`config.mk`:
```
export PLATFORM = sky130hd
export DESIGN_NAME = rad4_divider
export DESIGN_NICKNAME = d
export VERILOG_FILES = /design/src/rtl/rad4_pkg.sv /design/src/rtl/rad4_digit_sel.sv /design/src/rtl/rad4_divider.sv
export SDC_FILE = /design/constraint.sdc
export NUM_CORES = 1
export LEC_CHECK = 0
export CORE_MARGIN = 2
export CORE_UTILIZATION = 50
export DETAILED_ROUTE_END_ITERATION = 8
export PLACE_DENSITY = 0.71
export SYNTH_ARGS = -nofsm -noshare
export SYNTH_HDL_FRONTEND = slang
export SYNTH_SLANG_ARGS = --single-unit
```
`constraint.sdc`:
```
create_clock -name iClk -period 15.1 [get_ports iClk]
set_input_delay 1.51 -clock iClk [delete_from_list [all_inputs] [get_ports iClk]]
set_output_delay 1.51 -clock iClk [all_outputs]
set_load 0.005 [all_outputs]
```
`src/rtl/rad4_pkg.sv`:
```
// rad4_pkg -- shared definitions for the radix-4 restoring divider.
//   DIGIT_W : quotient bits retired per CALC cycle (radix 4 -> 2 bits).
//   state_t : divider FSM state encoding.
// Optional feature macro: RAD4_DIVIDER_SIGNED_EN adds the FIX state used for
// two's-complement sign correction.
package rad4_pkg;

  localparam int unsigned DIGIT_W = 2;

  typedef enum logic [1:0] {
    S_IDLE = 2'd0,
    S_CALC = 2'd1,
`ifdef RAD4_DIVIDER_SIGNED_EN
    S_FIX  = 2'd2,
`endif
    S_DONE = 2'd3
  } state_t;

endpackage

```
`src/rtl/rad4_digit_sel.sv`:
```
// rad4_digit_sel -- combinational radix-4 quotient digit selection.
// Ports:
//   i_pp  [wI+1:0]      shifted partial remainder P' = {P, next 2 dividend MSBs}
//   i_d   [wI-1:0]      divisor magnitude D
//   o_k   [DIGIT_W-1:0] largest k in 0..3 with k*D <= P'
//   o_rem [wI-1:0]      P' - k*D
module rad4_digit_sel
  import rad4_pkg::*;
#(
  parameter int unsigned wI = 32
) (
  input  logic [wI+1:0]      i_pp,
  input  logic [wI-1:0]      i_d,
  output logic [DIGIT_W-1:0] o_k,
  output logic [wI-1:0]      o_rem
);

  logic [wI+1:0] w_d1;
  logic [wI+1:0] w_d2;
  logic [wI+1:0] w_d3;

  assign w_d1 = {2'b00, i_d};
  assign w_d2 = {1'b0, i_d, 1'b0};
  assign w_d3 = w_d1 + w_d2;

  // The true difference is always below D, so it fits in wI bits and the
  // subtraction can be done on the low wI bits only (modulo arithmetic).
  always_comb begin
    o_k   = '0;
    o_rem = i_pp[wI-1:0];
    if (i_pp >= w_d3) begin
      o_k   = DIGIT_W'(3);
      o_rem = i_pp[wI-1:0] - w_d3[wI-1:0];
    end else if (i_pp >= w_d2) begin
      o_k   = DIGIT_W'(2);
      o_rem = i_pp[wI-1:0] - w_d2[wI-1:0];
    end else if (i_pp >= w_d1) begin
      o_k   = DIGIT_W'(1);
      o_rem = i_pp[wI-1:0] - w_d1[wI-1:0];
    end
  end

endmodule

```
`src/rtl/rad4_divider.sv`:
```
// rad4_divider -- iterative restoring radix-4 divider, 2 quotient bits/cycle.
// Ports:
//   iClk, iRst_n        clock, asynchronous active-low reset
//   iStart              operation request, sampled only while idle
//   iX, iY  [wI-1:0]    dividend, divisor (captured on accepted iStart)
//   oBusy               high whenever the FSM is not idle
//   oDone               one-cycle pulse; oQ/oR/oDivZero valid from this cycle
//   oQ, oR  [wI-1:0]    quotient, remainder (held until the next oDone)
//   oDivZero            divisor was zero (oQ = all ones, oR = iX)
// Parameter wI must be even and >= 4.
// Optional feature macro: RAD4_DIVIDER_SIGNED_EN -- two's-complement operands,
// quotient/remainder truncated toward zero, corrected in an extra FIX cycle.
module rad4_divider
  import rad4_pkg::*;
#(
  parameter int unsigned wI = 32
) (
  input  logic          iClk,
  input  logic          iRst_n,
  input  logic          iStart,
  input  logic [wI-1:0] iX,
  input  logic [wI-1:0] iY,
  output logic          oBusy,
  output logic          oDone,
  output logic [wI-1:0] oQ,
  output logic [wI-1:0] oR,
  output logic          oDivZero
);

  localparam int unsigned CW = $clog2(wI / 2);
  localparam logic [CW-1:0] CNT_INIT = CW'(wI / 2 - 1);

  state_t              r_state;
  logic [wI-1:0]       r_x;      // dividend shift register, refills with quotient digits
  logic [wI-1:0]       r_d;
  logic [wI-1:0]       r_p;      // partial remainder
  logic [CW-1:0]       r_cnt;
  logic                r_dz;
  logic                r_done;
  logic [wI-1:0]       r_q_out;
  logic [wI-1:0]       r_r_out;
  logic                r_dz_out;

  logic [wI+1:0]       w_pp;
  logic [DIGIT_W-1:0]  w_k;
  logic [wI-1:0]       w_rem;
  logic [wI-1:0]       w_xmag;
  logic [wI-1:0]       w_ymag;

`ifdef RAD4_DIVIDER_SIGNED_EN
  logic                r_negq;
  logic                r_negr;

  // Most-negative dividend maps to magnitude 2^(wI-1), which is still correct
  // when read as unsigned; MIN / -1 therefore wraps back to MIN on negation.
  assign w_xmag = iX[wI-1] ? -iX : iX;
  assign w_ymag = iY[wI-1] ? -iY : iY;
`else
  assign w_xmag = iX;
  assign w_ymag = iY;
`endif

  assign w_pp = {r_p, r_x[wI-1 -: DIGIT_W]};

  rad4_digit_sel #(.wI(wI)) u_digit_sel (
    .i_pp  (w_pp),
    .i_d   (r_d),
    .o_k   (w_k),
    .o_rem (w_rem)
  );

  always_ff @(posedge iClk or negedge iRst_n) begin
    if (!iRst_n) begin
      r_state  <= S_IDLE;
      r_x      <= '0;
      r_d      <= '0;
      r_p      <= '0;
      r_cnt    <= '0;
      r_dz     <= 1'b0;
      r_done   <= 1'b0;
      r_q_out  <= '0;
      r_r_out  <= '0;
      r_dz_out <= 1'b0;
`ifdef RAD4_DIVIDER_SIGNED_EN
      r_negq   <= 1'b0;
      r_negr   <= 1'b0;
`endif
    end else begin
      r_done <= 1'b0;
      case (r_state)
        S_IDLE: begin
          if (iStart) begin
            r_p   <= '0;
            r_cnt <= CNT_INIT;
            r_d   <= w_ymag;
`ifdef RAD4_DIVIDER_SIGNED_EN
            r_negq <= iX[wI-1] ^ iY[wI-1];
            r_negr <= iX[wI-1];
`endif
            if (iY == '0) begin
              // Raw dividend is kept so it can be returned as the remainder.
              r_x     <= iX;
              r_dz    <= 1'b1;
              r_state <= S_DONE;
            end else begin
              r_x     <= w_xmag;
              r_dz    <= 1'b0;
              r_state <= S_CALC;
            end
          end
        end
        S_CALC: begin
          r_x <= {r_x[wI-DIGIT_W-1:0], w_k};
          r_p <= w_rem;
          if (r_cnt == '0) begin
`ifdef RAD4_DIVIDER_SIGNED_EN
            r_state <= S_FIX;
`else
            r_state <= S_DONE;
`endif
          end else begin
            r_cnt <= r_cnt - 1'b1;
          end
        end
`ifdef RAD4_DIVIDER_SIGNED_EN
        S_FIX: begin
          if (r_negq) r_x <= -r_x;
          if (r_negr) r_p <= -r_p;
          r_state <= S_DONE;
        end
`endif
        S_DONE: begin
          r_done   <= 1'b1;
          r_q_out  <= r_dz ? '1 : r_x;
          r_r_out  <= r_dz ? r_x : r_p;
          r_dz_out <= r_dz;
          r_state  <= S_IDLE;
        end
        default: r_state <= S_IDLE;
      endcase
    end
  end

  assign oBusy    = (r_state != S_IDLE);
  assign oDone    = r_done;
  assign oQ       = r_q_out;
  assign oR       = r_r_out;
  assign oDivZero = r_dz_out;

endmodule

```
* After elaboration in Yosys (flattened, before gate mapping)
Index checks and enable logic that the tools add are counted.
** Word-level totals
- Register bits :: 169
- Output and inout port bits :: 67
- Input bits :: 67
- Logic and storage cells :: 53
** Cells by class
- Add/sub/neg operators :: 5
- Eq/ne operators :: 5
- Reductions and logical operators :: 9
- Order comparisons :: 3
- Muxes and demuxes :: 21
** Operator list (number)
- $mux W32 :: 7
- $pmux W32 S2 :: 2
- $sub A32 B32 Y32 :: 3
- $add A32 B33 Y34 :: 1
- $ge A34 B32 Y1 :: 1
- $ge A34 B33 Y1 :: 1
- $ge A34 B34 Y1 :: 1
- $logic_not A32 Y1 :: 1
- $mux W2 :: 5
- $mux W4 :: 2
- $pmux W4 S2 :: 1
- $ne A2 B2 Y1 const B :: 3
- $reduce_and A2 Y1 :: 3
- $logic_not A4 Y1 :: 1
- $pmux W2 S2 :: 1
- $reduce_bool A2 Y1 :: 2
- $sub A4 B1 Y4 const B :: 1
- $mux W1 :: 3
- $reduce_and A3 Y1 :: 1
- $eq A2 B1 Y1 const B :: 1
- $eq A2 B2 Y1 const B :: 1
- $logic_not A2 Y1 :: 1

* Longest topological paths before layout
- Depth in word-level cells :: 5
- Gate-level depth with buffers :: 23
- Mapped depth without buffers :: 22

* Hierarchy
From an unflattened synthesis, not the netlist that was laid out.
** Second synthesis, totals
- Cell total of the unflattened synthesis :: 1735
- Area, all modules :: 14614.0 µm²
** By module, submodules not included
- rad4_digit_sel :: sequential area each 0.0 µm², cells an instance 1093, area each 7548.5 µm², times used 1
- rad4_divider :: sequential area each 4229.1 µm², cells an instance 642, area each 7065.5 µm², times used 1

* Worst setup path after synthesis
No wires, ideal clock.
- Path kind :: register to register
- Start :: register r_d[1]
- End :: register r_p[16]
- Required time :: 14.974 ns
- Library setup time :: 0.126 ns
- Clock period less this slack :: 4.966 ns
- Arrival time :: 4.840 ns
- Path buffers :: 1
- Cell stages (with the launch flop) :: 23
- Setup slack :: 10.134 ns
- Cells stage by stage :: dfrtp_1 ha_1 fa_1 a21o_1 a21oi_1 o21bai_1 a21oi_1 o21ai_0 a21oi_1 o21ai_0 a31oi_1 xor2_1 ha_1 and3_1 and3_1 nand4_2 or4_1 o21ai_1 or3_4 a31o_4 buf_6 nor2_1 a221o_1
** On the way
- Word-level cells in the longest chain between the ends :: 5
- Elaborated cells on any way between the ends :: 11
- Classes of those cells :: add/sub (4); order compare (3); mux (4)
** Ends and longest elaborated chain
- start, declared :: RTL line rad4_divider.sv:35 : logic [wI-1:0] r_d;
- start signal, assigned :: RTL line rad4_divider.sv:95 : r_d <= w_ymag;
- branches (longest 3 deep; another with $add A32 B33 Y34)
- $mux W32 (*) :: RTL line rad4_digit_sel.sv:31 : if (i_pp >= w_d3) begin
- $pmux W32 S2 (*) :: RTL line rad4_divider.sv:90 : case (r_state)
- end signal, assigned :: RTL line rad4_divider.sv:114 : r_p <= w_rem;
- end, declared :: RTL line rad4_divider.sv:36 : logic [wI-1:0] r_p;
Mark *: on every way between the ends.
A chain may end at the register's enable or synchronous reset.

* Final worst setup path
- Start :: register r_d[0]
- End :: register r_p[5]
The elaborated chain is that of the path after synthesis.

==> run metrics <==
clock latency on the worst-skew pair=450 ps; CTS resizes=0; width of the die=172.5 um; gr ovfl total=0; kind of critical path=reg2reg; EDFF count, synth=0; Multi-input gate area=9363 um2; P&R area growth vs syn=15.11%; TritonCTS clock tree=yes; Slew @ Worst Pin=1215 ps; Synth Flop Type=dfrtp_1; hpwl dp=34.85 mm; pins over their slew limit=0; Post-Place Cell Area=15770 um2; Worst slew margin=18.98%; routed via count=13720; CTS Buf Count=17; crit end category=flop; CP dominant cell by count=a21o_1; gp weighted congestion=0.9374; Top-Level Pins=134; htree depth=4; final hold vios=0; initial core utilization=50.96%; wire per inst=20.99 um; clock transition at the registers of the reported paths=70 ps; clock sinks=169; DRC Markers=0; Gate Count Post-Synth=1716; design area=16340 um2; Buf/Inv on CP=1; Iter 0 DRT Violations=1404; largest net degree at the start of global routing=100; die area=29760 um2; Distinct cells, synth=88; first drt pass iteration count=6; Max-Cap Viols=0; Worst EP arrival=6350 ps; layout cells sized above 1=4.242%; Synth Area per Inst=8.274 um2; met2 Usage GRT=49.20%; fraction of registers with async set/reset=100.0%; CTS root buf=clkbuf_16; vias in the first global route=12910; Req. time, crit path=15440 ps; Max stage delay cell, worst path=a311o_1; RSZ-0062 raised after global routing=no; post-synthesis sequential area ratio=29.79%; die height=172.5 um; Synth Cell Area=14200 um2; Layout Skew=16.68 ps; Final min period=6013 ps; Hold WC Path Type=reg2reg; Vias per Instance=6.257; antenna cell count=0; outcome=completed; Post-Syn Nets=1917; IO buf count=133; maximum fanout along the worst path=19; grt peak-use layer=met2; setup TNS=0 ps; final period utilization=39.82%; Nets=2003; first-pass GRT wire length=73.04 mm; Setup crit start kind=flop; Final setup viols=0; GRT Overall Usage=30.77%; GRT met1 Usage=41.65%; final wirelength=46.02 mm; register area=4230 um2; initial antenna violation count=0; CTS Buffer Depth=2; Max Freq=166.3 MHz; Fin Hold WS=503.0 ps; met3 usage in global routing=5.040%; Post-CTS Setup Bufs=0; CP Cell Sequence=ha_1 -> fa_1 -> a21o_1 -> a21oi_1 -> o21bai_1 -> a21oi_1 -> o211ai_1 -> nand3b_1 -> a211o_1 -> a211o_1 -> a21o_1 -> xor2_1 -> ha_1 -> a21o_1 -> a21o_1 -> a21oi_1 -> o21ai_0 -> a311o_1 -> buf_4 -> a311o_1 -> o311ai_1; crit-path leading delay family=compound AO/OA/AOI/OAI gates; post-route ant nets=0; Post-CTS Hold Fix Bufs=0; Cell Rows=61; fillers=2574; Largest stage delay, worst path=520 ps; synthesized flop and latch total=169; synthesis warning total=0; core area=27860 um2
[worst register-to-register path: cells and delay by family (launching register included)]
kind	cells	cell delay, ps
AO/OA/AOI/OAI	15	3630
adder cells (fa/ha/maj)	3	1000
flip-flops	1	450
AND/OR/NAND/NOR	1	400
buffers and inverters	1	280
XOR/XNOR	1	160
[Yosys cell counts, types with 4 or more instances]
library cell / count / area share, %
a221o_1: 6 / 0.42
a21boi_0: 4 / 0.21
o22ai_1: 65 / 2.9
nand2_1: 129 / 3.4
o211a_1: 4 / 0.28
fa_1: 4 / 0.56
mux2i_1: 43 / 3.0
inv_1: 73 / 1.9
o21ai_0: 109 / 3.8
a311oi_1: 4 / 0.25
buf_1: 5 / 0.13
a211oi_1: 18 / 0.95
xnor2_1: 64 / 3.9
ha_1: 130 / 11
nand3_1: 32 / 1.1
buf_2: 7 / 0.25
nand2b_1: 10 / 0.44
or3_1: 6 / 0.26
and3_1: 12 / 0.53
a31oi_1: 14 / 0.62
a211o_1: 9 / 0.56
clkbuf_1: 58 / 1.5
o211ai_1: 18 / 0.95
a22oi_1: 11 / 0.58
o2111ai_1: 4 / 0.25
o21ai_1: 7 / 0.25
buf_6: 6 / 0.48
nor2b_1: 16 / 0.71
nor2_1: 176 / 4.7
and4_1: 4 / 0.25
nor3_1: 19 / 0.67
and2_1: 6 / 0.26
nor4_1: 16 / 0.71
o21bai_1: 19 / 1.0
a21oi_1: 221 / 7.8
dfrtp_1: 169 / 30
a21o_1: 47 / 2.5
xor2_1: 40 / 2.5
mux2_2: 4 / 0.32
o31ai_1: 8 / 0.42
o21a_1: 24 / 1.3
nand4_1: 20 / 0.88
o221ai_1: 6 / 0.37
[layout by cell type, fill, tap and decap left out, drive strengths merged, types with 12 or more instances in the layout]
cell           instances
nand2                131
o21bai                19
xnor2                 64
buf                   13
clkdlybuf4s50        132
clkbuf                19
nor4                  16
a211oi                20
and3                  12
xor2                  40
nor3                  20
mux2i                 43
nand4                 21
dfrtp                169
nor2b                 16
nor2                 177
inv                   80
o21ai                117
o22ai                 65
a31oi                 15
o211ai                19
o21a                  24
nand3                 32
a21oi                223
ha                   130
a21o                  47
[cell families (layout without fill, tap and decap cells)]
family / after synthesis / in the layout / synth area share, %
AOI/OAI and AO/OA: 645 / 645 / 28.96
and+or+nand+nor: 465 / 465 / 15.02
DFF: 169 / 169 / 29.79
buffers and inverters: 152 / 251 / 4.450
adders and majority gates: 134 / 134 / 12.02
xor gates and xnor gates: 104 / 104 / 6.416
muxes: 47 / 47 / 3.349
[sequential cells by signal, summed over array words and instances, names as in the netlist]
| signal | flops |
|---|---|
| r_x | 32 |
| r_cnt | 4 |
| r_d | 32 |
| oR | 32 |
| oQ | 32 |
| r_dz | 1 |
| r_state | 2 |
| oDivZero | 1 |
| r_p | 32 |
| oDone | 1 |
[metal layers]
metal	up-vias	routed length, um
li1	6527	-
met1	6512	20140
met2	577	20560
met3	105	3424
met4	0	1906
met5	-	0
[through the flow]
stage	setup slack, ps	util, %	cells
global route	8799	58.66	2193
floorplan	10130	-	1716
finish	9087	58.66	2193
detailed placement	9197	56.60	2161
global placement	9316	56.60	2161
CTS	9163	58.66	2193
[worst paths after layout]
check | start | endpoint | slack, ps | cells past startpoint
setup / recovery | r_d[0]$_DFFE_PN0P_ | r_p[5]$_DFFE_PN0P_ | 9090 | 21
hold / removal | r_cnt[0]$_DFFE_PN0P_ | r_cnt[0]$_DFFE_PN0P_ | 500 | 1
setup reg to reg | r_d[0]$_DFFE_PN0P_ | r_p[5]$_DFFE_PN0P_ | 9090 | 21
hold reg to reg | r_cnt[0]$_DFFE_PN0P_ | r_cnt[0]$_DFFE_PN0P_ | 500 | 1
max in group asynchronous | iRst_n | r_p[1]$_DFFE_PN0P_ | 12440 | 2
min in group asynchronous | iRst_n | oR[9]$_DFFE_PN0P_ | 1140 | 1
[area by class of cell]
type	instances	share of cell area, %
Tap cell	378	2.894
Clock inverter	13	0.8116
Multi-Input combinational cell	1395	57.29
Inverter	74	1.700
Clock buffer	19	2.710
Sequential cell	169	25.89
Timing Repair Buffer	145	8.705
Power is left out: the tool's default activity adds up to more than one toggle a clock period on the data nets, which glitch-free logic cannot reach.
